==> src/rtl/ps2_morse_pkg.sv <==
// Shared definitions for the PS/2-to-Morse encoder.
//   - scan-code constants (set 2) for the control keys
//   - 6-bit symbol encoding: 0..25 = A..Z, 26..35 = 0..9, 36 = Space
//   - scan_to_sym(): scan code -> {valid, symbol}
//   - morse_rom():   symbol -> {length, pattern}; pattern bit (length-1)
//                    is the first element, 0 = dot, 1 = dash; Space has length 0
//   - state_t: transmitter FSM states
package ps2_morse_pkg;

  localparam logic [7:0] SC_ENTER = 8'h5A;
  localparam logic [7:0] SC_F4    = 8'h0C;
  localparam logic [7:0] SC_BREAK = 8'hF0;
  localparam logic [7:0] SC_EXT   = 8'hE0;
  localparam logic [7:0] SC_SPACE = 8'h29;

  localparam logic [5:0] SYM_SPACE  = 6'd36;
  localparam int         FIFO_DEPTH = 32;

  typedef enum logic [2:0] {
    ST_IDLE, ST_LOAD, ST_ELEMENT, ST_ELEM_GAP, ST_CHAR_GAP, ST_WORD_GAP
  } state_t;

  // Returns {valid, symbol}; unsupported codes (including SC_EXT) are invalid.
  function automatic logic [6:0] scan_to_sym(input logic [7:0] sc);
    logic [6:0] r;
    r = '0;
    case (sc)
      8'h1C: r = {1'b1, 6'd0};  8'h32: r = {1'b1, 6'd1};  8'h21: r = {1'b1, 6'd2};
      8'h23: r = {1'b1, 6'd3};  8'h24: r = {1'b1, 6'd4};  8'h2B: r = {1'b1, 6'd5};
      8'h34: r = {1'b1, 6'd6};  8'h33: r = {1'b1, 6'd7};  8'h43: r = {1'b1, 6'd8};
      8'h3B: r = {1'b1, 6'd9};  8'h42: r = {1'b1, 6'd10}; 8'h4B: r = {1'b1, 6'd11};
      8'h3A: r = {1'b1, 6'd12}; 8'h31: r = {1'b1, 6'd13}; 8'h44: r = {1'b1, 6'd14};
      8'h4D: r = {1'b1, 6'd15}; 8'h15: r = {1'b1, 6'd16}; 8'h2D: r = {1'b1, 6'd17};
      8'h1B: r = {1'b1, 6'd18}; 8'h2C: r = {1'b1, 6'd19}; 8'h3C: r = {1'b1, 6'd20};
      8'h2A: r = {1'b1, 6'd21}; 8'h1D: r = {1'b1, 6'd22}; 8'h22: r = {1'b1, 6'd23};
      8'h35: r = {1'b1, 6'd24}; 8'h1A: r = {1'b1, 6'd25};
      8'h45: r = {1'b1, 6'd26}; 8'h16: r = {1'b1, 6'd27}; 8'h1E: r = {1'b1, 6'd28};
      8'h26: r = {1'b1, 6'd29}; 8'h25: r = {1'b1, 6'd30}; 8'h2E: r = {1'b1, 6'd31};
      8'h36: r = {1'b1, 6'd32}; 8'h3D: r = {1'b1, 6'd33}; 8'h3E: r = {1'b1, 6'd34};
      8'h46: r = {1'b1, 6'd35};
      SC_SPACE: r = {1'b1, SYM_SPACE};
      default: r = '0;
    endcase
    return r;
  endfunction

  // Returns {length[2:0], pattern[4:0]}.
  function automatic logic [7:0] morse_rom(input logic [5:0] sym);
    logic [7:0] r;
    r = '0;
    case (sym)
      6'd0:  r = {3'd2, 5'b00001}; 6'd1:  r = {3'd4, 5'b01000}; 6'd2:  r = {3'd4, 5'b01010};
      6'd3:  r = {3'd3, 5'b00100}; 6'd4:  r = {3'd1, 5'b00000}; 6'd5:  r = {3'd4, 5'b00010};
      6'd6:  r = {3'd3, 5'b00110}; 6'd7:  r = {3'd4, 5'b00000}; 6'd8:  r = {3'd2, 5'b00000};
      6'd9:  r = {3'd4, 5'b00111}; 6'd10: r = {3'd3, 5'b00101}; 6'd11: r = {3'd4, 5'b00100};
      6'd12: r = {3'd2, 5'b00011}; 6'd13: r = {3'd2, 5'b00010}; 6'd14: r = {3'd3, 5'b00111};
      6'd15: r = {3'd4, 5'b00110}; 6'd16: r = {3'd4, 5'b01101}; 6'd17: r = {3'd3, 5'b00010};
      6'd18: r = {3'd3, 5'b00000}; 6'd19: r = {3'd1, 5'b00001}; 6'd20: r = {3'd3, 5'b00001};
      6'd21: r = {3'd4, 5'b00001}; 6'd22: r = {3'd3, 5'b00011}; 6'd23: r = {3'd4, 5'b01001};
      6'd24: r = {3'd4, 5'b01011}; 6'd25: r = {3'd4, 5'b01100};
      6'd26: r = {3'd5, 5'b11111}; 6'd27: r = {3'd5, 5'b01111}; 6'd28: r = {3'd5, 5'b00111};
      6'd29: r = {3'd5, 5'b00011}; 6'd30: r = {3'd5, 5'b00001}; 6'd31: r = {3'd5, 5'b00000};
      6'd32: r = {3'd5, 5'b10000}; 6'd33: r = {3'd5, 5'b11000}; 6'd34: r = {3'd5, 5'b11100};
      6'd35: r = {3'd5, 5'b11110};
      default: r = '0;  // Space and unused codes: no elements
    endcase
    return r;
  endfunction

endpackage

==> src/rtl/ps2_morse_encoder_if.sv <==
// Bundle of the encoder's external signals.
//   ps2_clk / ps2_data       : keyboard lines (device-to-host only)
//   ps2_received_data        : last valid scan code
//   ps2_received_data_strb   : one-cycle valid pulse for ps2_received_data
//   dit_out / dah_out        : high for the whole element
//   morse_code_out / tone_out: keying and audio square wave
// Handshake: ps2_received_data_strb is a valid-only pulse with no ready;
// the consumer must take ps2_received_data in the cycle the strobe is high
// (the data also stays stable until the next strobe).
interface ps2_morse_encoder_if;
  logic       ps2_clk;
  logic       ps2_data;
  logic [7:0] ps2_received_data;
  logic       ps2_received_data_strb;
  logic       dit_out;
  logic       dah_out;
  logic       morse_code_out;
  logic       tone_out;

  modport master (
    output ps2_clk, ps2_data,
    input  ps2_received_data, ps2_received_data_strb,
    input  dit_out, dah_out, morse_code_out, tone_out
  );

  modport slave (
    input  ps2_clk, ps2_data,
    output ps2_received_data, ps2_received_data_strb,
    output dit_out, dah_out, morse_code_out, tone_out
  );
endinterface

==> src/rtl/ps2_frame_rx.sv <==
// PS/2 device-to-host frame receiver.
//   clk, rst   : system clock, synchronous active-high reset
//   ps2_clk_i  : raw keyboard clock (asynchronous)
//   ps2_data_i : raw keyboard data (asynchronous)
//   data_o     : last scan code that passed start/parity/stop checks
//   strb_o     : one-cycle pulse when data_o is updated
// Latency from the raw stop-bit falling edge to strb_o is 3 clk
// (two synchronizer stages plus the registered output).
module ps2_frame_rx #(
  parameter int IDLE_TIMEOUT = 10000
) (
  input  logic       clk,
  input  logic       rst,
  input  logic       ps2_clk_i,
  input  logic       ps2_data_i,
  output logic [7:0] data_o,
  output logic       strb_o
);

  logic [1:0]  clk_sync_q, data_sync_q;
  logic        clk_prev_q;
  logic [3:0]  bit_cnt_q, bit_cnt_d;
  logic [7:0]  shift_q, shift_d;
  logic        parity_q, parity_d;
  logic [7:0]  data_q, data_d;
  logic        strb_q, strb_d;
  logic [31:0] idle_cnt_q, idle_cnt_d;

  logic fall, sd;
  assign fall = clk_prev_q & ~clk_sync_q[1];
  assign sd   = data_sync_q[1];

  always_ff @(posedge clk) begin
    if (rst) begin
      clk_sync_q  <= '0;
      data_sync_q <= '0;
      clk_prev_q  <= 1'b0;
      bit_cnt_q   <= '0;
      shift_q     <= '0;
      parity_q    <= 1'b0;
      data_q      <= '0;
      strb_q      <= 1'b0;
      idle_cnt_q  <= '0;
    end else begin
      clk_sync_q  <= {clk_sync_q[0], ps2_clk_i};
      data_sync_q <= {data_sync_q[0], ps2_data_i};
      clk_prev_q  <= clk_sync_q[1];
      bit_cnt_q   <= bit_cnt_d;
      shift_q     <= shift_d;
      parity_q    <= parity_d;
      data_q      <= data_d;
      strb_q      <= strb_d;
      idle_cnt_q  <= idle_cnt_d;
    end
  end

  // bit_cnt_q: 0 = waiting for start, 1..8 = data, 9 = parity, 10 = stop.
  always_comb begin
    bit_cnt_d  = bit_cnt_q;
    shift_d    = shift_q;
    parity_d   = parity_q;
    data_d     = data_q;
    strb_d     = 1'b0;
    idle_cnt_d = idle_cnt_q;
    if (fall) begin
      idle_cnt_d = '0;
      case (bit_cnt_q)
        4'd0: if (!sd) bit_cnt_d = 4'd1;  // a 1 here is not a start bit
        4'd9: begin
          parity_d  = sd;
          bit_cnt_d = 4'd10;
        end
        4'd10: begin
          bit_cnt_d = 4'd0;
          // Odd parity: data plus parity bit must hold an odd number of ones.
          if (sd && (^{shift_q, parity_q})) begin
            data_d = shift_q;
            strb_d = 1'b1;
          end
        end
        default: begin
          shift_d   = {sd, shift_q[7:1]};  // LSB arrives first
          bit_cnt_d = bit_cnt_q + 4'd1;
        end
      endcase
    end else if (bit_cnt_q != 4'd0) begin
      if (idle_cnt_q == 32'(IDLE_TIMEOUT - 1)) begin
        bit_cnt_d  = 4'd0;
        idle_cnt_d = '0;
      end else begin
        idle_cnt_d = idle_cnt_q + 32'd1;
      end
    end else begin
      idle_cnt_d = '0;
    end
  end

  assign data_o = data_q;
  assign strb_o = strb_q;

endmodule

==> src/rtl/ps2_morse_encoder.sv <==
// PS/2 keyboard to Morse code encoder.
//   clk, rst    : system clock, synchronous active-high reset
//   bus (slave) : PS/2 inputs, received scan code + strobe, keying and tone
//   fsm_state_o : current transmitter state (debug)
// Keys A-Z, 0-9 and Space are queued in a 32-entry FIFO; Enter starts
// sending, F4 clears the queue and aborts after the current element.
module ps2_morse_encoder
  import ps2_morse_pkg::*;
#(
  parameter int UNIT_CYCLES  = 10000,
  parameter int TONE_HALF    = 31250,
  parameter int IDLE_TIMEOUT = 10000
) (
  input  logic                 clk,
  input  logic                 rst,
  ps2_morse_encoder_if.slave   bus,
  output state_t               fsm_state_o
);

  localparam logic [31:0] T_DIT  = 32'(UNIT_CYCLES);
  localparam logic [31:0] T_DAH  = 32'(3 * UNIT_CYCLES);
  // Gaps that lead into LOAD are one cycle short so LOAD's cycle completes them.
  localparam logic [31:0] T_CHAR = 32'(3 * UNIT_CYCLES - 1);
  // Space follows a 3-unit character gap, so it adds 4 units to reach 7.
  localparam logic [31:0] T_WORD = 32'(4 * UNIT_CYCLES - 1);

  logic [7:0] rx_data;
  logic       rx_strb;

  ps2_frame_rx #(.IDLE_TIMEOUT(IDLE_TIMEOUT)) u_rx (
    .clk        (clk),
    .rst        (rst),
    .ps2_clk_i  (bus.ps2_clk),
    .ps2_data_i (bus.ps2_data),
    .data_o     (rx_data),
    .strb_o     (rx_strb)
  );

  // ---------------- key decode ----------------
  logic       brk_q, brk_d;
  logic       push, start, flush, pop;
  logic [6:0] sym_lut;
  state_t     state_q, state_d;
  logic [5:0] count_q;
  logic       fifo_empty, push_ok;

  assign sym_lut    = scan_to_sym(rx_data);
  assign fifo_empty = (count_q == 6'd0);
  assign push_ok    = push && (count_q != 6'(FIFO_DEPTH));

  always_comb begin
    brk_d = brk_q;
    push  = 1'b0;
    start = 1'b0;
    flush = 1'b0;
    if (rx_strb) begin
      if (brk_q)                      brk_d = 1'b0;  // swallow the released key
      else if (rx_data == SC_BREAK)   brk_d = 1'b1;
      else if (rx_data == SC_ENTER)   start = (state_q == ST_IDLE) && !fifo_empty;
      else if (rx_data == SC_F4)      flush = 1'b1;
      else if (sym_lut[6])            push  = 1'b1;
    end
  end

  // ---------------- symbol FIFO ----------------
  logic [5:0] fifo_mem [FIFO_DEPTH];
  logic [4:0] wr_ptr_q, rd_ptr_q;
  logic [5:0] fifo_head;
  logic       pop_ok;

  assign fifo_head = fifo_mem[rd_ptr_q];
  assign pop_ok    = pop && !fifo_empty;

  always_ff @(posedge clk) begin
    if (push_ok && !flush) fifo_mem[wr_ptr_q] <= sym_lut[5:0];
  end

  always_ff @(posedge clk) begin
    if (rst || flush) begin
      wr_ptr_q <= '0;
      rd_ptr_q <= '0;
      count_q  <= '0;
    end else begin
      if (push_ok) wr_ptr_q <= wr_ptr_q + 5'd1;
      if (pop_ok)  rd_ptr_q <= rd_ptr_q + 5'd1;
      count_q <= count_q + {5'd0, push_ok} - {5'd0, pop_ok};
    end
  end

  // ---------------- transmitter FSM ----------------
  logic [31:0] tmr_q, tmr_d;
  logic [2:0]  idx_q, idx_d;
  logic [4:0]  pat_q, pat_d;
  logic        abort_q, abort_d;
  logic [7:0]  rom;
  logic [2:0]  rom_len;
  logic [4:0]  rom_pat;
  logic        tmr_done;

  assign rom      = morse_rom(fifo_head);
  assign rom_len  = rom[7:5];
  assign rom_pat  = rom[4:0];
  assign tmr_done = (tmr_q == 32'd1);

  always_ff @(posedge clk) begin
    if (rst) begin
      state_q <= ST_IDLE;
      tmr_q   <= '0;
      idx_q   <= '0;
      pat_q   <= '0;
      abort_q <= 1'b0;
      brk_q   <= 1'b0;
    end else begin
      state_q <= state_d;
      tmr_q   <= tmr_d;
      idx_q   <= idx_d;
      pat_q   <= pat_d;
      abort_q <= abort_d;
      brk_q   <= brk_d;
    end
  end

  always_comb begin
    state_d = state_q;
    tmr_d   = (tmr_q != 32'd0) ? tmr_q - 32'd1 : 32'd0;
    idx_d   = idx_q;
    pat_d   = pat_q;
    pop     = 1'b0;
    case (state_q)
      ST_IDLE: if (start) state_d = ST_LOAD;
      ST_LOAD: begin
        if (abort_q) begin
          state_d = ST_IDLE;
        end else begin
          pop = 1'b1;
          if (rom_len == 3'd0) begin
            state_d = ST_WORD_GAP;
            tmr_d   = T_WORD;
          end else begin
            state_d = ST_ELEMENT;
            idx_d   = rom_len - 3'd1;
            pat_d   = rom_pat;
            tmr_d   = rom_pat[rom_len - 3'd1] ? T_DAH : T_DIT;
          end
        end
      end
      ST_ELEMENT: if (tmr_done) begin
        if (idx_q == 3'd0) begin
          state_d = (abort_q || fifo_empty) ? ST_IDLE : ST_CHAR_GAP;
          tmr_d   = T_CHAR;
        end else if (abort_q) begin
          state_d = ST_IDLE;
        end else begin
          state_d = ST_ELEM_GAP;
          tmr_d   = T_DIT;
          idx_d   = idx_q - 3'd1;
        end
      end
      ST_ELEM_GAP: begin
        if (abort_q) state_d = ST_IDLE;
        else if (tmr_done) begin
          state_d = ST_ELEMENT;
          tmr_d   = pat_q[idx_q] ? T_DAH : T_DIT;
        end
      end
      ST_CHAR_GAP, ST_WORD_GAP: begin
        if (abort_q)       state_d = ST_IDLE;
        else if (tmr_done) state_d = fifo_empty ? ST_IDLE : ST_LOAD;
      end
      default: state_d = ST_IDLE;
    endcase
    if (state_d == ST_IDLE) tmr_d = '0;
    abort_d = abort_q | (flush && (state_q != ST_IDLE));
    if (state_d == ST_IDLE) abort_d = 1'b0;
  end

  // ---------------- outputs ----------------
  logic dit, dah, morse;
  always_comb begin
    dit   = (state_q == ST_ELEMENT) && !pat_q[idx_q];
    dah   = (state_q == ST_ELEMENT) &&  pat_q[idx_q];
    morse = dit | dah;
  end

  logic [31:0] tone_cnt_q, tone_cnt_d;
  logic        tone_q, tone_d;

  always_comb begin
    tone_cnt_d = '0;
    tone_d     = 1'b0;
    if (morse) begin
      if (tone_cnt_q == 32'(TONE_HALF - 1)) begin
        tone_d = ~tone_q;
      end else begin
        tone_cnt_d = tone_cnt_q + 32'd1;
        tone_d     = tone_q;
      end
    end
  end

  always_ff @(posedge clk) begin
    if (rst) begin
      tone_cnt_q <= '0;
      tone_q     <= 1'b0;
    end else begin
      tone_cnt_q <= tone_cnt_d;
      tone_q     <= tone_d;
    end
  end

  assign bus.ps2_received_data      = rx_data;
  assign bus.ps2_received_data_strb = rx_strb;
  assign bus.dit_out                = dit;
  assign bus.dah_out                = dah;
  assign bus.morse_code_out         = morse;
  // Gate with keying so the tone stops in the same cycle the element ends.
  assign bus.tone_out               = tone_q & morse;
  assign fsm_state_o                = state_q;

endmodule

==> src/flat_wrapper.sv <==
// flat-port wrapper written by rule: the top's interface ports become plain ports
module ps2_morse_encoder_flat import ps2_morse_pkg::*;
#(
  parameter int UNIT_CYCLES  = 10000,
  parameter int TONE_HALF    = 31250,
  parameter int IDLE_TIMEOUT = 10000
)
  (clk, rst, fsm_state_o, bus_ps2_clk, bus_ps2_data, bus_ps2_received_data, bus_ps2_received_data_strb, bus_dit_out, bus_dah_out, bus_morse_code_out, bus_tone_out);
  ps2_morse_encoder_if bus_i ();
  input  logic clk;
  input  logic rst;
  output state_t fsm_state_o;
  input wire logic [$bits(bus_i.ps2_clk)-1:0] bus_ps2_clk;
  input wire logic [$bits(bus_i.ps2_data)-1:0] bus_ps2_data;
  output wire logic [$bits(bus_i.ps2_received_data)-1:0] bus_ps2_received_data;
  output wire logic [$bits(bus_i.ps2_received_data_strb)-1:0] bus_ps2_received_data_strb;
  output wire logic [$bits(bus_i.dit_out)-1:0] bus_dit_out;
  output wire logic [$bits(bus_i.dah_out)-1:0] bus_dah_out;
  output wire logic [$bits(bus_i.morse_code_out)-1:0] bus_morse_code_out;
  output wire logic [$bits(bus_i.tone_out)-1:0] bus_tone_out;
  assign bus_i.ps2_clk = bus_ps2_clk;
  assign bus_i.ps2_data = bus_ps2_data;
  assign bus_ps2_received_data = bus_i.ps2_received_data;
  assign bus_ps2_received_data_strb = bus_i.ps2_received_data_strb;
  assign bus_dit_out = bus_i.dit_out;
  assign bus_dah_out = bus_i.dah_out;
  assign bus_morse_code_out = bus_i.morse_code_out;
  assign bus_tone_out = bus_i.tone_out;
  ps2_morse_encoder #(.UNIT_CYCLES(UNIT_CYCLES), .TONE_HALF(TONE_HALF), .IDLE_TIMEOUT(IDLE_TIMEOUT)) u_core (.clk(clk), .rst(rst), .bus(bus_i), .fsm_state_o(fsm_state_o));
endmodule
==> config.mk <==
export PLATFORM = sky130hd
export DESIGN_NAME = ps2_morse_encoder_flat
export DESIGN_NICKNAME = d
export VERILOG_FILES = /design/src/rtl/ps2_morse_pkg.sv /design/src/rtl/ps2_morse_encoder_if.sv /design/src/rtl/ps2_frame_rx.sv /design/src/rtl/ps2_morse_encoder.sv /design/src/flat_wrapper.sv
export SDC_FILE = /design/constraint.sdc
export NUM_CORES = 1
export LEC_CHECK = 0
export CAP_MARGIN = 20
export CORE_MARGIN = 1
export CORE_UTILIZATION = 45
export DETAILED_ROUTE_END_ITERATION = 12
export PLACE_DENSITY_LB_ADDON = 0.05
export SLEW_MARGIN = 25
export SYNTH_ARGS = -nofsm -noshare
export SYNTH_HDL_FRONTEND = slang
export SYNTH_SLANG_ARGS = --single-unit
==> constraint.sdc <==
create_clock -name clk -period 4.64 [get_ports clk]
set_input_delay 1.16 -clock clk [delete_from_list [all_inputs] [get_ports clk]]
set_output_delay 1.16 -clock clk [all_outputs]
set_load 0.005 [all_outputs]
==> reports/results.ini <==
[status]
status = completed

[cts]
cts_max_level = 2
clk_pin_slew_ns = 0.05
numCtsBuffers = 40
insertion_delay_ns = 0.56
cts_hold_buf = 0
clock_sinks = 357
clockBufferDepth = 3
cts-root-buf = clkbuf_16
cts_tree = done

[power]
p_clk_share_pct = 48.6
p_leak_uw = 0.00616
comb_power_share_pct = 0.3
power_per_cell_area_nw_per_um2 = 342
swShare_pct = 20.0
netSwitchingPower_uw = 1290
cell_internal_pwr_uw = 5160
pwr-share-seq_pct = 51.1
vdd_ir_drop_max_mv = 0.251

[die]
chipHeight_um = 194
initial_core_util_pct = 45.5
num_rows = 70
pin_count = 20
dieWidth_um = 194
die_area_um2 = 37700
core_um2 = 36500

[timing]
finClkSkew_ns = 0.0235
fmax_ghz = 0.226
rsz0062_at_grt = false
final-max-slew-violation-count = 0
hold_violations = 0
setup_violations = 0
finalCritPeriodShare_pct = 95.2
relSlewSlack_pct = 34.4
period_needed_ns = 4.42
worst_slew_pin_slew_ns = 0.971

[logic_synthesis]
netlist.area_leader.share_pct = 34.7
synth_cell_types = 86
yosys_register_bits = 357
synthFlopType = edfxtp_1
yosysSeqAreaShare_pct = 54.5
synth_area_um2 = 16600
syn_avg_cell_area_um2 = 11.5
synth_cells = 1441
syn_nets = 1484
yosysMostFrequentCell = nor2_1
async_reset_ff_share_pct = 0
synth_area_leaders = edfxtp_1, dfxtp_1, mux4_2
synth_edf_count = 192
yosys.area.top_type = edfxtp_1
yosysWarnings = 0
synthTopCellsByCount = nor2_1, edfxtp_1, dfxtp_1

[global_routing]
track_usage_pct = 19.9
grt_max_degree = 33
overflow = 0
grt_antenna_before_repair = 0
grt_pass1_wl_mm = 59.5
grt_pass1_vias = 10700

[setup_path]
required_ns = 5.07
crit_path_start_kind = flop
worstSetupEndpoint = u_core.tmr_q[9]
path_depth = 13
timing.rr.end = u_core.tmr_q[9]
cpLargestDelayFamily = multiplexers
cp_cell_sequence = buf_4, buf_12, mux4_1, mux4_2, mux2_2, and2_1, o311ai_4, nand2_2, ha_1, o21ai_0, o31ai_2, a21boi_1, o41a_1
reg2regPathDepth = 13
r2r_slack_ns = 0.22
critical_path_peak_fanout = 13
max_stage_delay_ns = 0.58
critPathArrivalTime_ns = 4.85
endpoint_kind = flop
crit_slowest_cell = mux4_2
path_buf_inv = 2
criticalPathCategory = reg -> reg

[route]
route.detailed.drc = 0
wl_per_cell_um = 18.6
dr_total_vias = 11000
drtIter0Drc = 850
first_pass_iters = 5
antenna_left = 0
vias_per_cell = 5.53
wl_mm = 36.9

[hold_path]
hold_class = reg -> reg
min_from = u_core.u_rx.clk_sync_q[0]

[finish]
n_fill_cell = 3237
nets = 1526
syn_to_final_growth_pct = 13.3
stdcell_count = 1980
antenna_cells = 0
fin_area_um2 = 18800
multiInputGateArea_um2 = 7160
ff_latch_area_um2 = 9080
final_layout_size_suffix_gt1_share_pct = 13.4

[placement]
io_buffers = 19
dpl-instance-area_um2 = 17400
routabilityCongestion = 0.855
dp_cells = 1903
dp_hpwl_mm = 24.7

[run]
cap_violations = 0

-- per-layer routing --
layer	global-route usage, %	vias up	wire length (um)
li1	-	5371	-
met1	28.0	5319	17300
met2	31.4	215	17200
met3	3.64	46	1700
met4	6.06	0	696
met5	0	-	0
-- timing repair --
| action | 4_1_cts | 5_1_grt |
|---|---|---|
| setup buffers | 1 | 5 |
| resized for setup | 1 | 4 |
| endpoints found under the setup margin | 2 | 16 |
| pin swaps | 0 | 2 |
| cloned | 0 | 0 |
-- power by group through the flow --
stage | logic, uW | registers (uW) | clock network (uW)
final | 16.8 | 3300 | 3140
after global routing | 18.9 | 3290 | 3350
after floorplan | 9.96 | 3370 | 0
after detailed placement | 17.6 | 3370 | 0
after CTS | 17.6 | 3300 | 3230
after global placement | 17.6 | 3370 | 0
-- placed cells by master (no fill, tap or decap), drive strengths merged, types with 31 or more instances in the layout --
master,n
ha,38
xor2,52
nor2,221
a21oi,62
mux4,61
o21ai,43
clkbuf,57
edfxtp,192
nand3,47
xnor2,48
mux2i,31
buf,42
nand2,97
inv,46
nor3,36
dfxtp,165
-- kinds of logic after synthesis --
| logic type | count (synthesis) | synth area share (%) |
|---|---|---|
| xor gates and xnor gates | 101 | 5.40 |
| and+or+nand+nor | 547 | 15.6 |
| buffers and inverters | 105 | 2.82 |
| muxes | 98 | 11.0 |
| adders and majority gates | 39 | 2.98 |
| DFF | 357 | 54.5 |
| AOI/OAI and AO/OA | 194 | 7.71 |
-- flip-flops by register name, indices dropped and copies added, names as in the netlist, 2 cells and up, named ones only --
name / cells
u_core.fifo_mem: 192
u_core.tmr_q: 32
u_core.tone_cnt_q: 32
u_core.u_rx.idle_cnt_q: 32
u_core.u_rx.data_o: 8
u_core.u_rx.shift_q: 8
u_core.count_q: 6
u_core.pat_q: 5
u_core.rd_ptr_q: 5
u_core.wr_ptr_q: 5
u_core.u_rx.bit_cnt_q: 4
u_core.fsm_state_o: 3
u_core.idx_q: 3
u_core.u_rx.clk_sync_q: 2
u_core.u_rx.data_sync_q: 2
-- per-stage QoR --
step	hold WS (ns)	TNS [ns]	util, %	power, uW	worst slack, ns
after global routing	0.462	0	51.6	6670	0.00363
after floorplan	0.414	0	-	3380	0.383
final	0.450	0	51.6	6450	0.223
after global placement	0.433	0	47.7	3380	0.0246
after detailed placement	0.441	-0.0752	47.7	3380	-0.0752
after CTS	0.452	0	51.4	6540	0.00827
-- how the worst min path moves through the flow --
stage / endpoint / cells past startpoint
floorplan: u_core.u_rx.clk_sync_q[1] / 1
global placement: u_core.u_rx.idle_cnt_q[0] / 1
detailed placement: u_core.u_rx.clk_sync_q[1] / 1
CTS: u_core.u_rx.clk_sync_q[1] / 1
global route: u_core.u_rx.clk_sync_q[1] / 1
finish: u_core.u_rx.clk_sync_q[1] / 1
-- area by class of cell --
| type | count | share of cell area (%) |
|---|---|---|
| Sequential cell | 357 | 48.2 |
| Multi-Input combinational cell | 979 | 38.0 |
| Clock buffer | 57 | 6.36 |
| Tap cell | 468 | 3.11 |
| Timing Repair Buffer | 61 | 2.92 |
| Inverter | 44 | 0.876 |
| Clock inverter | 14 | 0.591 |
-- worst reg2reg max path, delay by kind of cell (launching register included) --
kind | cells | cell delay (ns)
and+or+nand+nor | 2 | 0.40
adders and majority gates | 1 | 0.36
DFF | 1 | 0.39
AOI/OAI and AO/OA | 5 | 1.24
muxes | 3 | 1.57
buffers and inverters | 2 | 0.34
(Power assumes the default switching activity.)
